### config.mk
export PLATFORM = sky130hd
export DESIGN_NAME = ece453_avalon_master
export DESIGN_NICKNAME = d
export VERILOG_FILES = /design/src/rtl/ece453_avalon_pkg.sv /design/src/rtl/ece453_avalon_timeout.sv /design/src/rtl/ece453_avalon_master.sv
export SDC_FILE = /design/constraint.sdc
export NUM_CORES = 1
export LEC_CHECK = 0
export BUFFER_PORTS_ARGS = -buffer_cell sky130_fd_sc_hd__buf_2
export CORE_AREA = 2 2 94 96
export DETAILED_ROUTE_END_ITERATION = 7
export DIE_AREA = 0 0 96 98
export PLACE_DENSITY = 0.74
export SYNTH_ARGS = -nofsm -noshare
export SYNTH_HDL_FRONTEND = slang
export SYNTH_HIERARCHICAL = 1
export SYNTH_SLANG_ARGS = --single-unit
### constraint.sdc
create_clock -name clk -period 2.96 [get_ports clk]
set_clock_uncertainty 0.15 [all_clocks]
set_input_delay 0.592 -clock clk [delete_from_list [all_inputs] [get_ports clk]]
set_output_delay 0.592 -clock clk [all_outputs]
set_load 0.05 [all_outputs]
### src/rtl/ece453_avalon_pkg.sv
// Shared definitions for the ece453 Avalon-MM initiator: FSM encoding, default
// bus widths and the register map of the ece453 slave peripherals.
package ece453_avalon_pkg;

  localparam int DEFAULT_ADDR_W = 5;
  localparam int DEFAULT_DATA_W = 32;
  localparam int LAT_W          = 3;

  typedef enum logic [1:0] {
    ST_IDLE    = 2'd0,
    ST_ISSUE   = 2'd1,
    ST_RD_WAIT = 2'd2,
    ST_RESP    = 2'd3
  } state_e;

  localparam logic [DEFAULT_ADDR_W-1:0] REG_DEV_ID   = 5'd0;
  localparam logic [DEFAULT_ADDR_W-1:0] REG_CONTROL  = 5'd1;
  localparam logic [DEFAULT_ADDR_W-1:0] REG_STATUS   = 5'd2;
  localparam logic [DEFAULT_ADDR_W-1:0] REG_IM       = 5'd3;
  localparam logic [DEFAULT_ADDR_W-1:0] REG_IRQ      = 5'd4;
  localparam logic [DEFAULT_ADDR_W-1:0] REG_GPIO_IN  = 5'd5;
  localparam logic [DEFAULT_ADDR_W-1:0] REG_GPIO_OUT = 5'd6;

endpackage

### src/rtl/ece453_avalon_timeout.sv
// Stall watchdog: counts waitrequest cycles and flags the cycle on which the
// count reaches TIMEOUT. TIMEOUT = 0 never expires.
module ece453_avalon_timeout #(
  parameter int TIMEOUT = 255
) (
  input  logic clk_i,
  input  logic rst_ni,
  input  logic stall_i,
  input  logic clear_i,
  output logic expire_o
);

  localparam int CNT_W = (TIMEOUT > 0) ? $clog2(TIMEOUT + 1) : 1;
  localparam logic [CNT_W-1:0] LIMIT = (TIMEOUT > 0) ? CNT_W'(TIMEOUT - 1) : '0;

  logic [CNT_W-1:0] cnt_q;
  logic [CNT_W-1:0] cnt_d;

  // The edge that would take the count to TIMEOUT is the expiry edge.
  assign expire_o = (TIMEOUT != 0) && stall_i && (cnt_q == LIMIT);

  // Next-state for the stall counter
  always_comb begin
    cnt_d = cnt_q;
    if (clear_i) begin
      cnt_d = '0;
    end else if (stall_i) begin
      cnt_d = cnt_q + CNT_W'(1);
    end else begin
      cnt_d = cnt_q;
    end
  end

  // Stall counter register
  always_ff @(posedge clk_i or negedge rst_ni) begin
    if (!rst_ni) begin
      cnt_q <= '0;
    end else begin
      cnt_q <= cnt_d;
    end
  end

endmodule

### src/rtl/ece453_avalon_master.sv
// ece453_avalon_master: single-outstanding Avalon-MM initiator with a
// valid/ready command channel and a valid/ready response channel.
module ece453_avalon_master
  import ece453_avalon_pkg::*;
#(
  parameter int ADDR_W       = DEFAULT_ADDR_W,
  parameter int DATA_W       = DEFAULT_DATA_W,
  parameter int READ_LATENCY = 0,
  parameter int TIMEOUT      = 255
) (
  input  logic                clk,
  input  logic                reset,
  input  logic                cmd_valid,
  output logic                cmd_ready,
  input  logic                cmd_write,
  input  logic [ADDR_W-1:0]   cmd_addr,
  input  logic [DATA_W-1:0]   cmd_wdata,
  input  logic [DATA_W/8-1:0] cmd_byteenable,
  output logic                rsp_valid,
  input  logic                rsp_ready,
  output logic [DATA_W-1:0]   rsp_rdata,
  output logic                rsp_error,
  output logic [ADDR_W-1:0]   master_address,
  output logic                master_read,
  output logic                master_write,
  output logic [DATA_W-1:0]   master_writedata,
  output logic [DATA_W/8-1:0] master_byteenable,
  input  logic [DATA_W-1:0]   master_readdata,
  input  logic                master_waitrequest,
  output logic                busy
);

  localparam int BE_W = DATA_W / 8;
  localparam logic [LAT_W-1:0] LAT_LOAD =
      (READ_LATENCY > 0) ? LAT_W'(READ_LATENCY - 1) : '0;

  state_e             state_q, state_d;
  logic [ADDR_W-1:0]  addr_q, addr_d;
  logic [DATA_W-1:0]  wdata_q, wdata_d;
  logic [BE_W-1:0]    be_q, be_d;
  logic               read_q, read_d;
  logic               write_q, write_d;
  logic               rsp_valid_q, rsp_valid_d;
  logic [DATA_W-1:0]  rsp_rdata_q, rsp_rdata_d;
  logic               rsp_error_q, rsp_error_d;
  logic [LAT_W-1:0]   lat_q, lat_d;
  logic               cmd_ready_q;
  logic               busy_q;
  logic               stall_s;
  logic               clear_s;
  logic               expire_s;

  assign stall_s = (state_q == ST_ISSUE) && master_waitrequest;
  assign clear_s = (state_d != ST_ISSUE);

  ece453_avalon_timeout #(
    .TIMEOUT (TIMEOUT)
  ) u_timeout (
    .clk_i    (clk),
    .rst_ni   (reset),
    .stall_i  (stall_s),
    .clear_i  (clear_s),
    .expire_o (expire_s)
  );

  // Transaction FSM: next state, bus fields and response fields
  always_comb begin
    state_d     = state_q;
    addr_d      = addr_q;
    wdata_d     = wdata_q;
    be_d        = be_q;
    read_d      = read_q;
    write_d     = write_q;
    rsp_valid_d = rsp_valid_q;
    rsp_rdata_d = rsp_rdata_q;
    rsp_error_d = rsp_error_q;
    lat_d       = lat_q;
    case (state_q)
      ST_IDLE: begin
        if (cmd_valid) begin
          addr_d  = cmd_addr;
          wdata_d = cmd_wdata;
          be_d    = cmd_byteenable;
          write_d = cmd_write;
          read_d  = ~cmd_write;
          state_d = ST_ISSUE;
        end else begin
          state_d = ST_IDLE;
        end
      end
      ST_ISSUE: begin
        // A slave accept on the expiry edge wins over the timeout.
        if (!master_waitrequest) begin
          read_d  = 1'b0;
          write_d = 1'b0;
          if (write_q) begin
            rsp_rdata_d = '0;
            rsp_error_d = 1'b0;
            rsp_valid_d = 1'b1;
            state_d     = ST_RESP;
          end else if (READ_LATENCY == 0) begin
            rsp_rdata_d = master_readdata;
            rsp_error_d = 1'b0;
            rsp_valid_d = 1'b1;
            state_d     = ST_RESP;
          end else begin
            lat_d   = LAT_LOAD;
            state_d = ST_RD_WAIT;
          end
        end else if (expire_s) begin
          read_d      = 1'b0;
          write_d     = 1'b0;
          rsp_rdata_d = '0;
          rsp_error_d = 1'b1;
          rsp_valid_d = 1'b1;
          state_d     = ST_RESP;
        end else begin
          state_d = ST_ISSUE;
        end
      end
      ST_RD_WAIT: begin
        if (lat_q == '0) begin
          rsp_rdata_d = master_readdata;
          rsp_error_d = 1'b0;
          rsp_valid_d = 1'b1;
          state_d     = ST_RESP;
        end else begin
          lat_d   = lat_q - LAT_W'(1);
          state_d = ST_RD_WAIT;
        end
      end
      ST_RESP: begin
        if (rsp_ready) begin
          rsp_valid_d = 1'b0;
          state_d     = ST_IDLE;
        end else begin
          state_d = ST_RESP;
        end
      end
      default: begin
        read_d      = 1'b0;
        write_d     = 1'b0;
        rsp_valid_d = 1'b0;
        state_d     = ST_IDLE;
      end
    endcase
  end

  // State, bus and response registers; status flags follow the next state
  always_ff @(posedge clk or negedge reset) begin
    if (!reset) begin
      state_q     <= ST_IDLE;
      addr_q      <= '0;
      wdata_q     <= '0;
      be_q        <= '0;
      read_q      <= 1'b0;
      write_q     <= 1'b0;
      rsp_valid_q <= 1'b0;
      rsp_rdata_q <= '0;
      rsp_error_q <= 1'b0;
      lat_q       <= '0;
      cmd_ready_q <= 1'b1;
      busy_q      <= 1'b0;
    end else begin
      state_q     <= state_d;
      addr_q      <= addr_d;
      wdata_q     <= wdata_d;
      be_q        <= be_d;
      read_q      <= read_d;
      write_q     <= write_d;
      rsp_valid_q <= rsp_valid_d;
      rsp_rdata_q <= rsp_rdata_d;
      rsp_error_q <= rsp_error_d;
      lat_q       <= lat_d;
      cmd_ready_q <= (state_d == ST_IDLE);
      busy_q      <= (state_d != ST_IDLE);
    end
  end

  assign cmd_ready         = cmd_ready_q;
  assign busy              = busy_q;
  assign rsp_valid         = rsp_valid_q;
  assign rsp_rdata         = rsp_rdata_q;
  assign rsp_error         = rsp_error_q;
  assign master_address    = addr_q;
  assign master_read       = read_q;
  assign master_write      = write_q;
  assign master_writedata  = wdata_q;
  assign master_byteenable = be_q;

endmodule
==> flow_summary.json <==
{
  "worstSetupStartpointType": "flop",
  "routabilityCongestion": 0.779,
  "dr_drc_count": 0,
  "dieArea_um2": 9410,
  "avgSynthCellArea_um2": 12.5,
  "setup-tns-final_ps": 0,
  "cts.root.buffer_cell": "sky130_fd_sc_hd__clkbuf_8",
  "synthToLayoutAreaGrowth_pct": 27.0,
  "clock_sink_count": 92,
  "core_area_um2": 8470,
  "power.internal_w": 0.00307,
  "status": "complete, no violations",
  "hold_viol": 0,
  "cp_max_fo": 20,
  "rsz0062_at_grt": "false",
  "number_of_max_slew_violations_in_the_final_report": 0,
  "drt-wirelength-per-cell_um": 13.9,
  "use_met3_pct": 4.32,
  "period_share_pct": 84.7,
  "post_synth_instance_area_um2": 3970,
  "slew-limit-headroom_pct": 58.9,
  "postSynthCellCount": 317,
  "met2_usage_pct": 30.3,
  "setup_viol": 0,
  "power_switching_share_pct": 51.6,
  "grt_antenna_before_repair": 0,
  "grt_overflow_total": 0,
  "port-buffer-count": 157,
  "worstPathArrival_ps": 2630,
  "synthFlopType": "sky130_fd_sc_hd__dfrtp_1",
  "power.density_nw_per_um2": 1260,
  "cts-hold-fix-buffers": 0,
  "synth-edff-count": 0,
  "synthDistinctLibCells": 31,
  "total_placed_cells_including_tap_cells": 571,
  "number_of_global_route_vias_before_repair": 2881,
  "number_of_standard_cells_in_the_layout_taps_in_and_fillers_out": 587,
  "vias_per_cell": 4.83,
  "routed_wirelength_mm": 8.13,
  "final_layout_size_suffix_gt1_share_pct": 47.0,
  "synthesis.yosys.warnings": 6,
  "diode_insertion_count_for_antenna_repair": 0,
  "wire_length_of_the_first_global_routing_pass_mm": 13.5,
  "setup.worst_path.end_class": "flop",
  "clockPowerShare_pct": 13.3,
  "clock.fmax_mhz": 399,
  "drtIter0Drc": 76,
  "hold_class": "input pin to async pin",
  "power.combinational.fraction_pct": 54.4,
  "pin_count": 158,
  "setup.worst_path.class": "flop to flop",
  "critical_path_cell_with_the_highest_stage_delay": "sky130_fd_sc_hd__dfrtp_1",
  "timing.final.crit_period_ps": 2510,
  "sequential_area_share_after_synthesis_pct": 58.1,
  "grt_max_degree": 45,
  "chipWidth_um": 96,
  "dr_total_vias": 2833,
  "crit_chain": "nand2b_1, nor2_1, nand4_1, nor2_1, nor2b_1, o2bb2ai_4, buf_12, mux2i_1",
  "clkLatencyLatePin_ps": 350,
  "worst-endpoint-required_ps": 3080,
  "synth_fp_nets": 400,
  "layout.nets": 557,
  "synth_async_sr_flop_share_pct": 100,
  "hpwl_mm": 5.94,
  "grtUsageMet1_pct": 23.1,
  "sequentialPowerShare_pct": 32.3,
  "timing.critical_path.max_delay_family": "simple AND/OR/NAND/NOR gates",
  "crit_top_cell": "sky130_fd_sc_hd__nor2_1",
  "ir_worst_vdd_mv": 0.866,
  "cts-root-to-sink-buffers": 2,
  "critical_path.n_buffers_inverters": 1,
  "h_tree_level_count": 3,
  "static-leakage-power_nw": 2.55,
  "cp_slowest_stage_delay_ps": 540,
  "route.antenna.remaining_nets": 0,
  "initial_utilization_pct": 46.9,
  "globalRoute.busiestLayer": "met2",
  "switching_power_w": 0.00327,
  "worst_setup_hold_path_clk_slew_ps": 110,
  "resized_cells_post_cts": 0,
  "layout.filler_cells": 728,
  "cts_buffers": 9,
  "drt_pre_antenna_iters": 4,
  "die_h_um": 98,
  "cts_tree": "done",
  "post_cts_buffers": 0,
  "grtUsageTotal_pct": 18.4,
  "cap_viol_max_count": 0,
  "flip_flop_and_latch_count_after_synthesis": 92,
  "num_rows": 34,
  "worst_slew_pin_slew_ps": 615
}
kinds of logic after synthesis:
family / synth area share, %
muxes: 20.8
buffers and inverters: 6.91
AOI/OAI and AO/OA: 6.75
and+or+nand+nor: 5.17
adders and majority gates: 1.26
xor gates and xnor gates: 1.10
DFF: 58.1
power groups by stage:
| stage | sequential [W] | clock [W] | combinational [W] |
|---|---|---|---|
| 2_1_floorplan | 0.00377 | 0 | 0.00101 |
| 3_3_place_gp | 0.00206 | 0 | 0.00343 |
| 3_5_place_dp | 0.00207 | 0 | 0.00349 |
| 4_1_cts | 0.00205 | 0.000867 | 0.00348 |
| 5_1_grt | 0.00212 | 0.000925 | 0.00364 |
| 6_report | 0.00205 | 0.000841 | 0.00345 |
state kept, by name, summed over array words and instances, names as in the netlist:
register and cells:
master_write 1, master_read 1, rsp_rdata 32, busy 1, rsp_valid 1, master_byteenable 4
u_timeout/cnt_q 8, master_writedata 32, rsp_error 1, lat_q 3, cmd_ready 1, master_address 5
state_q 2
metal layers:
| layer | share of wire, % | wire length (µm) |
|---|---|---|
| met5 | 0 | 0 |
| met4 | 2.3 | 190 |
| met3 | 4.4 | 357 |
| met2 | 52 | 4220 |
| met1 | 41 | 3360 |
layout make-up:
cell class	count	area [µm²]	area share, %
Clock buffer	10	138	2.73
Clock inverter	6	60.1	1.19
Inverter	38	143	2.83
Multi-Input combinational cell	169	1400	27.7
Sequential cell	92	2300	45.7
Tap cell	108	135	2.68
Timing Repair Buffer	164	866	17.2
final timing paths:
| path | start | to | slack, ps | cells past startpoint |
|---|---|---|---|---|
| max | state_q[0] | rsp_rdata[5] | 450 | 8 |
| min | reset | master_writedata[12] | 30 | 1 |
| max reg2reg | state_q[0] | rsp_rdata[5] | 450 | 8 |
| min reg2reg | lat_q[0] | lat_q[0] | 330 | 1 |
| max in group asynchronous | reset | rsp_rdata[12] | 1940 | 2 |
| min in group clk | cmd_addr[0] | master_address[0] | 290 | 2 |
cells in the final DEF, fill, tap and decap left out, types with 2 or more instances in the layout:
| cell | count |
|---|---|
| sky130_fd_sc_hd__buf_2 | 156 |
| sky130_fd_sc_hd__dfrtp_1 | 91 |
| sky130_fd_sc_hd__o21ai_0 | 41 |
| sky130_fd_sc_hd__inv_1 | 38 |
| sky130_fd_sc_hd__mux2_2 | 38 |
| sky130_fd_sc_hd__mux2i_1 | 35 |
| sky130_fd_sc_hd__clkbuf_8 | 10 |
| sky130_fd_sc_hd__nor2_1 | 8 |
| sky130_fd_sc_hd__nand2_1 | 6 |
| sky130_fd_sc_hd__buf_4 | 6 |
| sky130_fd_sc_hd__a21oi_1 | 4 |
| sky130_fd_sc_hd__mux2_1 | 4 |
| sky130_fd_sc_hd__ha_1 | 4 |
| sky130_fd_sc_hd__nand2b_1 | 3 |
| sky130_fd_sc_hd__nand3_1 | 3 |
| sky130_fd_sc_hd__inv_8 | 3 |
| sky130_fd_sc_hd__nand4_1 | 3 |
| sky130_fd_sc_hd__xor2_1 | 3 |
| sky130_fd_sc_hd__or3_1 | 3 |
| sky130_fd_sc_hd__nor2b_1 | 2 |
| sky130_fd_sc_hd__xnor2_1 | 2 |
| sky130_fd_sc_hd__inv_6 | 2 |
| sky130_fd_sc_hd__buf_12 | 2 |
per-stage QoR:
| step | hold slack [ps] | worst slack (ps) | utilization [%] | instance area [µm²] | power, W |
|---|---|---|---|---|---|
| after global routing | 58.0 | 216 | 59.5 | 5040 | 0.00668 |
| final | 25.6 | 451 | 59.5 | 5040 | 0.00634 |
| after floorplan | 146 | 693 | - | 3970 | 0.00478 |
| after detailed placement | 316 | 452 | 57.2 | 4840 | 0.00556 |
| after CTS | 44.5 | 427 | 59.5 | 5040 | 0.00640 |
| after global placement | 310 | 516 | 57.2 | 4840 | 0.00548 |
synth_stat cells (4+ instances only):
master,count,area share [%]
sky130_fd_sc_hd__nor2_1,9,0.85
sky130_fd_sc_hd__mux2_1,4,1.1
sky130_fd_sc_hd__buf_6,7,2.0
sky130_fd_sc_hd__mux2i_1,35,8.8
sky130_fd_sc_hd__clkbuf_1,6,0.57
sky130_fd_sc_hd__inv_1,38,3.6
sky130_fd_sc_hd__nand2_1,6,0.57
sky130_fd_sc_hd__mux2_2,38,11
sky130_fd_sc_hd__dfrtp_1,91,57
sky130_fd_sc_hd__a21oi_1,4,0.50
sky130_fd_sc_hd__ha_1,4,1.3
sky130_fd_sc_hd__o21ai_0,41,5.2
Power figures use the tool's default switching activity.
